[config.mk]
export PLATFORM = sky130hd
export DESIGN_NAME = fetch_queue
export DESIGN_NICKNAME = d
export VERILOG_FILES = /design/src/rtl/fetch_queue_pkg.sv /design/src/rtl/fetch_queue_fq_fifo.sv /design/src/rtl/fetch_queue.sv
export SDC_FILE = /design/constraint.sdc
export NUM_CORES = 1
export LEC_CHECK = 0
export BUFFER_PORTS_ARGS = -buffer_cell sky130_fd_sc_hd__buf_2
export CELL_PAD_IN_SITES_DETAIL_PLACEMENT = 1
export CELL_PAD_IN_SITES_GLOBAL_PLACEMENT = 1
export CORE_AREA = 2 2 196 198
export CTS_CLUSTER_DIAMETER = 50
export DETAILED_ROUTE_END_ITERATION = 8
export DIE_AREA = 0 0 198 200
export GPL_ROUTABILITY_DRIVEN = 0
export PLACE_DENSITY = 0.75
export SYNTH_ARGS = -nofsm -noshare
export SYNTH_HDL_FRONTEND = slang
export SYNTH_SLANG_ARGS = --single-unit
[constraint.sdc]
create_clock -name clk -period 3.1 [get_ports clk]
set_input_delay 0.155 -clock clk [delete_from_list [all_inputs] [get_ports clk]]
set_output_delay 0.155 -clock clk [all_outputs]
set_load 0.05 [all_outputs]
[src/rtl/fetch_queue_pkg.sv]
// Shared defaults and the entry type for the instruction prefetch queue.
package fetch_queue_pkg;

    localparam int          FQ_DEPTH_DEFAULT    = 4;
    localparam logic [31:0] FQ_RESET_PC_DEFAULT = 32'h0;

    typedef struct packed {
        logic [31:0] pc;
        logic [31:0] instr;
    } fq_entry_t;

endpackage

[src/rtl/fetch_queue_fq_fifo.sv]
// Power-of-two FIFO of fq_entry_t with a combinational head and a flush that
// empties it in one cycle; used both for fetched instructions and pending PCs.
module fq_fifo
    import fetch_queue_pkg::*;
#(
    parameter int DEPTH = FQ_DEPTH_DEFAULT
) (
    input  logic                   clk,
    input  logic                   reset,
    input  logic                   flush,
    input  logic                   push,
    input  fq_entry_t              push_data,
    input  logic                   pop,
    output fq_entry_t              head,
    output logic [$clog2(DEPTH):0] count,
    output logic                   full
);

    localparam int          PW         = $clog2(DEPTH);
    localparam logic [PW:0] FULL_COUNT = (PW + 1)'(DEPTH);

    fq_entry_t     mem_reg [DEPTH];
    logic [PW-1:0] wr_ptr_reg;
    logic [PW-1:0] rd_ptr_reg;
    logic [PW:0]   count_reg;
    logic          do_push;
    logic          do_pop;

    assign full    = (count_reg == FULL_COUNT);
    assign do_pop  = pop & ~flush & (count_reg != '0);
    // A pop in the same cycle frees the slot, so a full FIFO may still accept.
    assign do_push = push & ~flush & (~full | do_pop);
    assign head    = mem_reg[rd_ptr_reg];
    assign count   = count_reg;

    always_ff @(posedge clk) begin
        if (do_push) begin
            mem_reg[wr_ptr_reg] <= push_data;
        end
    end

    always_ff @(posedge clk) begin
        if (reset || flush) begin
            wr_ptr_reg <= '0;
            rd_ptr_reg <= '0;
            count_reg  <= '0;
        end else begin
            if (do_push) begin
                wr_ptr_reg <= wr_ptr_reg + 1'b1;
            end
            if (do_pop) begin
                rd_ptr_reg <= rd_ptr_reg + 1'b1;
            end
            if (do_push && !do_pop) begin
                count_reg <= count_reg + 1'b1;
            end else if (!do_push && do_pop) begin
                count_reg <= count_reg - 1'b1;
            end
        end
    end

endmodule

[src/rtl/fetch_queue.sv]
// Instruction prefetch queue: issues in-order fetches, tags them with their PC,
// and drops stale responses after a redirect. FETCH_QUEUE_BYPASS_EN adds an
// empty-queue bypass from imem_rdata straight to the decode outputs.
module fetch_queue
    import fetch_queue_pkg::*;
#(
    parameter int          DEPTH    = FQ_DEPTH_DEFAULT,
    parameter logic [31:0] RESET_PC = FQ_RESET_PC_DEFAULT
) (
    input  logic        clk,
    input  logic        reset,
    input  logic        redirect,
    input  logic [31:0] redirect_pc,
    output logic        imem_req,
    output logic [31:0] imem_addr,
    input  logic        imem_gnt,
    input  logic        imem_rvalid,
    input  logic [31:0] imem_rdata,
    output logic        dec_valid,
    output logic [31:0] dec_instr,
    output logic [31:0] dec_pc,
    input  logic        dec_ready
);

    localparam int          CW      = $clog2(DEPTH) + 1;
    localparam logic [CW:0] DEPTH_W = (CW + 1)'(DEPTH);

    logic [31:0]   fpc_reg;
    logic [CW-1:0] outstanding_reg;
    logic [CW-1:0] outstanding_next;
    logic [CW-1:0] drop_reg;
    logic [CW-1:0] drop_next;

    fq_entry_t     fifo_head;
    fq_entry_t     pcq_head;
    fq_entry_t     pcq_in;
    fq_entry_t     resp_entry;
    logic [CW-1:0] fifo_count;
    logic [CW-1:0] pcq_count;
    logic          fifo_full;
    logic          pcq_full;
    logic          grant;
    logic          resp_accept;
    logic          fifo_push;
    logic          fifo_pop;

    // Dropped-stream requests still occupy outstanding, keeping the limit conservative.
    assign imem_req  = ~reset & ~redirect & ~fifo_full & ~pcq_full &
                       (({1'b0, fifo_count} + {1'b0, outstanding_reg}) < DEPTH_W);
    assign imem_addr = fpc_reg;
    assign grant     = imem_req & imem_gnt;

    assign resp_accept = imem_rvalid & ~redirect & (drop_reg == '0) & (pcq_count != '0);
    assign pcq_in      = '{pc: fpc_reg, instr: 32'h0};
    // The PC queue stores a zero instr field, so OR-ing in rdata yields the entry.
    assign resp_entry  = {pcq_head.pc, pcq_head.instr | imem_rdata};

`ifdef FETCH_QUEUE_BYPASS_EN
    logic bypass;
    assign bypass    = resp_accept & (fifo_count == '0);
    assign dec_valid = ~reset & ~redirect & ((fifo_count != '0) | bypass);
    assign dec_instr = bypass ? resp_entry.instr : fifo_head.instr;
    assign dec_pc    = bypass ? resp_entry.pc    : fifo_head.pc;
    assign fifo_push = resp_accept & ~(bypass & dec_ready);
`else
    assign dec_valid = ~reset & ~redirect & (fifo_count != '0);
    assign dec_instr = fifo_head.instr;
    assign dec_pc    = fifo_head.pc;
    assign fifo_push = resp_accept;
`endif

    assign fifo_pop = dec_valid & dec_ready & (fifo_count != '0);

    always_comb begin
        outstanding_next = outstanding_reg;
        if (grant && !imem_rvalid) begin
            outstanding_next = outstanding_reg + 1'b1;
        end else if (!grant && imem_rvalid && (outstanding_reg != '0)) begin
            outstanding_next = outstanding_reg - 1'b1;
        end

        // A redirect cycle's own response is already retired in outstanding_next.
        drop_next = drop_reg;
        if (redirect) begin
            drop_next = outstanding_next;
        end else if (imem_rvalid && (drop_reg != '0)) begin
            drop_next = drop_reg - 1'b1;
        end
    end

    always_ff @(posedge clk) begin
        if (reset) begin
            fpc_reg         <= RESET_PC;
            outstanding_reg <= '0;
            drop_reg        <= '0;
        end else begin
            if (redirect) begin
                fpc_reg <= redirect_pc;
            end else if (grant) begin
                fpc_reg <= fpc_reg + 32'd4;
            end
            outstanding_reg <= outstanding_next;
            drop_reg        <= drop_next;
        end
    end

    fq_fifo #(
        .DEPTH (DEPTH)
    ) u_data_fifo (
        .clk       (clk),
        .reset     (reset),
        .flush     (redirect),
        .push      (fifo_push),
        .push_data (resp_entry),
        .pop       (fifo_pop),
        .head      (fifo_head),
        .count     (fifo_count),
        .full      (fifo_full)
    );

    // Flushed on redirect: later stale responses are absorbed by drop, not popped here.
    fq_fifo #(
        .DEPTH (DEPTH)
    ) u_pc_queue (
        .clk       (clk),
        .reset     (reset),
        .flush     (redirect),
        .push      (grant & ~redirect),
        .push_data (pcq_in),
        .pop       (resp_accept),
        .head      (pcq_head),
        .count     (pcq_count),
        .full      (pcq_full)
    );

endmodule
==> impl_results.md <==
- Status: finished, final reports clean
- Diodes inserted: 0
- Cell area after synthesis: 0.0170 mm^2
- Reg2reg setup slack: 0.16 ns
- Clock latency on the worst-skew pair: 0.55 ns
- Min Tclk post-route: 2.94 ns
- Reg2Reg Capture Point: u_pc_queue.count[2]
- Number of flops mapped to enable cells by yosys: 384
- Count leader, synth: edfxtp_1
- WP data arrival: 3.42 ns
- Peak supply drop: 0.324 mV
- TritonCTS Buffers: 47
- #FFs+latches synth: 440
- Largest net degree at the start of global routing: 65
- Synthesis-to-finish area growth: 23.1%
- Fin crit share: 94.8%
- Dominant cell type by area after synthesis: edfxtp_1
- Non-filler cells, final: 1,714
- Port bufs: 167
- Mean Syn Cell Area: 19.0 um^2
- Mapped Cells: 892
- Worst R2R Path Depth: 10
- Placed wire-length estimate: 25.1 mm
- Setup violators final: 0
- Hold-critical path depth: 4
- Drt pass-1 iters: 4
- Largest register FFs: 256
- Setup TNS: 0 ns
- Clock Sink Count: 440
- Max-slew violations: 0
- Min-Delay Endpoint: imem_addr[5]
- Share of the synthesized area in the top cell type: 67.9%
- Register area share after synthesis: 74.5%
- Initial Util: 45.4%
- Skew final: 0.0141 ns
- Net Count, Synth: 982
- Clock Root Buffer: clkbuf_16
- Final Util: 55.9%
- Power Density: 617 mW/mm^2
- Drt wl/cell: 23.1 um
- DR vias: 9,327
- RR Startpoint: u_data_fifo.count[2]
- CP required: 3.58 ns
- First-pass GRT wire length: 60.0 mm
- Num rows: 71
- Lkg Pwr: 0.00708 uW
- Hold WC Path Type: input port to flip-flop
- Via density per instance: 5.44
- Clock tree buffer depth: 3
- RSZ-0062 raised after global routing: false
- Worst-Margin Slew: 0.865 ns
- Remaining Overflow, GRT: 0
- Main synth FF type: edfxtp_1
- Crit Path Category: flip-flop to flip-flop
- ANT nets after route: 0
- Die H: 200 um
- Kind of start point of the critical path: flip-flop
- Crit path capture type: flip-flop
- Vias in the first global route: 10,100
- Post-DP Area: 0.0187 mm^2
- Clock-pin slew of the registers on the worst-case setup and hold paths: 0.06 ns
- Ports: 168
- Top cells by count, synth: 384 x edfxtp_1, 96 x mux4_2, 56 x dfxtp_1, 38 x nand2_1
- Final Hold Viols: 0
- Nets: 1,256
- Core area: 0.0374 mm^2
- Synth top area cells: edfxtp_1 68%, mux4_2 13%, dfxtp_1 6.6%
- Max Freq: 340 MHz
- Number of fill cells: 3,395
- H-tree depth: 2
- Post-synthesis cell type count: 55
- Synth Warn #: 0
- Max-slew headroom: 42.1%
- Drt initial violations: 554
- Chip width: 198 um
- Post-Layout Inst Area: 0.0209 mm^2
- Total of max-cap violations: 0
- Placed cell count: 1,564
- Post-synth ARST share: 0%
- Antenna violations before repair: 0
- Layout cells sized above 1: 32.1%
- Drt drc: 0
- Hold slack: 0.0101 ns
- CP Max Fanout: 5
- Total GRT Usage: 20.4%
- CTS tree: yes
- Total wire length: 39.7 mm
- Die area: 0.0396 mm^2
- Hold Crit Start: redirect_pc[5]
## metal layers
layer  part of all wire (%)  up-vias  wire length, um  global-route usage, %
met5                      0        -                0                      0
li1                       -     4161                -                      -
met4                    3.1        0             1220                   6.82
met2                     50      296            19600                   35.1
met3                    5.3       75             2110                   3.70
met1                     42     4795            16700                   26.4
## cell usage in the layout, fill, tap and decap left out, types with 16 or more instances in the layout
cell and count:
dfxtp_1 52, mux4_2 96, clkbuf_16 49, inv_1 27, a31oi_1 16, nor2_1 28
edfxtp_1 384, a21oi_1 28, buf_2 167, ha_1 17, buf_4 25, dlygate4sd3_1 64
nand2_1 38
## area by class of cell
cell class                      count  area, um^2  area share (%)
Clock inverter                     23         209            1.00
Timing Repair Buffer              269        1920            9.21
Clock buffer                       63        1310            6.26
Tap cell                          511         639            3.06
Multi-Input combinational cell    380        4050            19.4
Inverter                           28         106           0.509
Sequential cell                   440       12700            60.6
## kinds of logic after synthesis
family	after synthesis	share of synthesized area, %
AOI/OAI and AO/OA	93	3.57
xor gates and xnor gates	19	0.980
adders and majority gates	20	1.56
buffers and inverters	72	1.72
DFF	440	74.5
muxes	106	13.3
and+or+nand+nor	142	4.33
## critical path, stage by stage (launching register included)
cell and delay, ns:
dfxtp_2 0.34, ha_1 0.28, or4b_1 0.46, or4_1 0.46, clkinv_2 0.08, ha_2 0.18
inv_1 0.06, fa_1 0.37, xor2_1 0.18, or3_1 0.30, a21oi_1 0.15
## through the flow
step	total power (uW)	worst slack, ns
floorplan	7200	0.0135
detailed placement	7480	0.135
global placement	7440	0.221
CTS	13000	0.107
finish	12900	0.162
global route	13300	0.0305
## what timing repair did
action                     4_1_cts  5_1_grt
hold endpoints to repair       160        0
setup endpoints to repair        0        1
hold buffers                    64        0
setup buffers                    0        0
gates resized for setup          0        1
## where the power goes
part	switching [uW]	internal (uW)	leakage, uW	total (uW)
Sequential	112	6530	0.00394	6640
Clock	2240	3230	0.000741	5470
Combinational	480	298	0.00239	778
## how the worst max path moves through the flow
stage | from | end | slack (ns) | depth (start not counted)
CTS | u_data_fifo.count[2] | u_pc_queue.count[2] | 0.11 | 10
finish | u_data_fifo.count[2] | u_pc_queue.count[2] | 0.16 | 10
global route | outstanding_reg[1] | u_pc_queue.count[2] | 0.03 | 10
global placement | u_data_fifo.count[2] | u_pc_queue.count[2] | 0.22 | 10
detailed placement | u_data_fifo.count[2] | u_pc_queue.count[2] | 0.13 | 10
floorplan | outstanding_reg[2] | u_pc_queue.count[2] | 0.01 | 12
No activity file was read; power rests on OpenSTA's default activity.
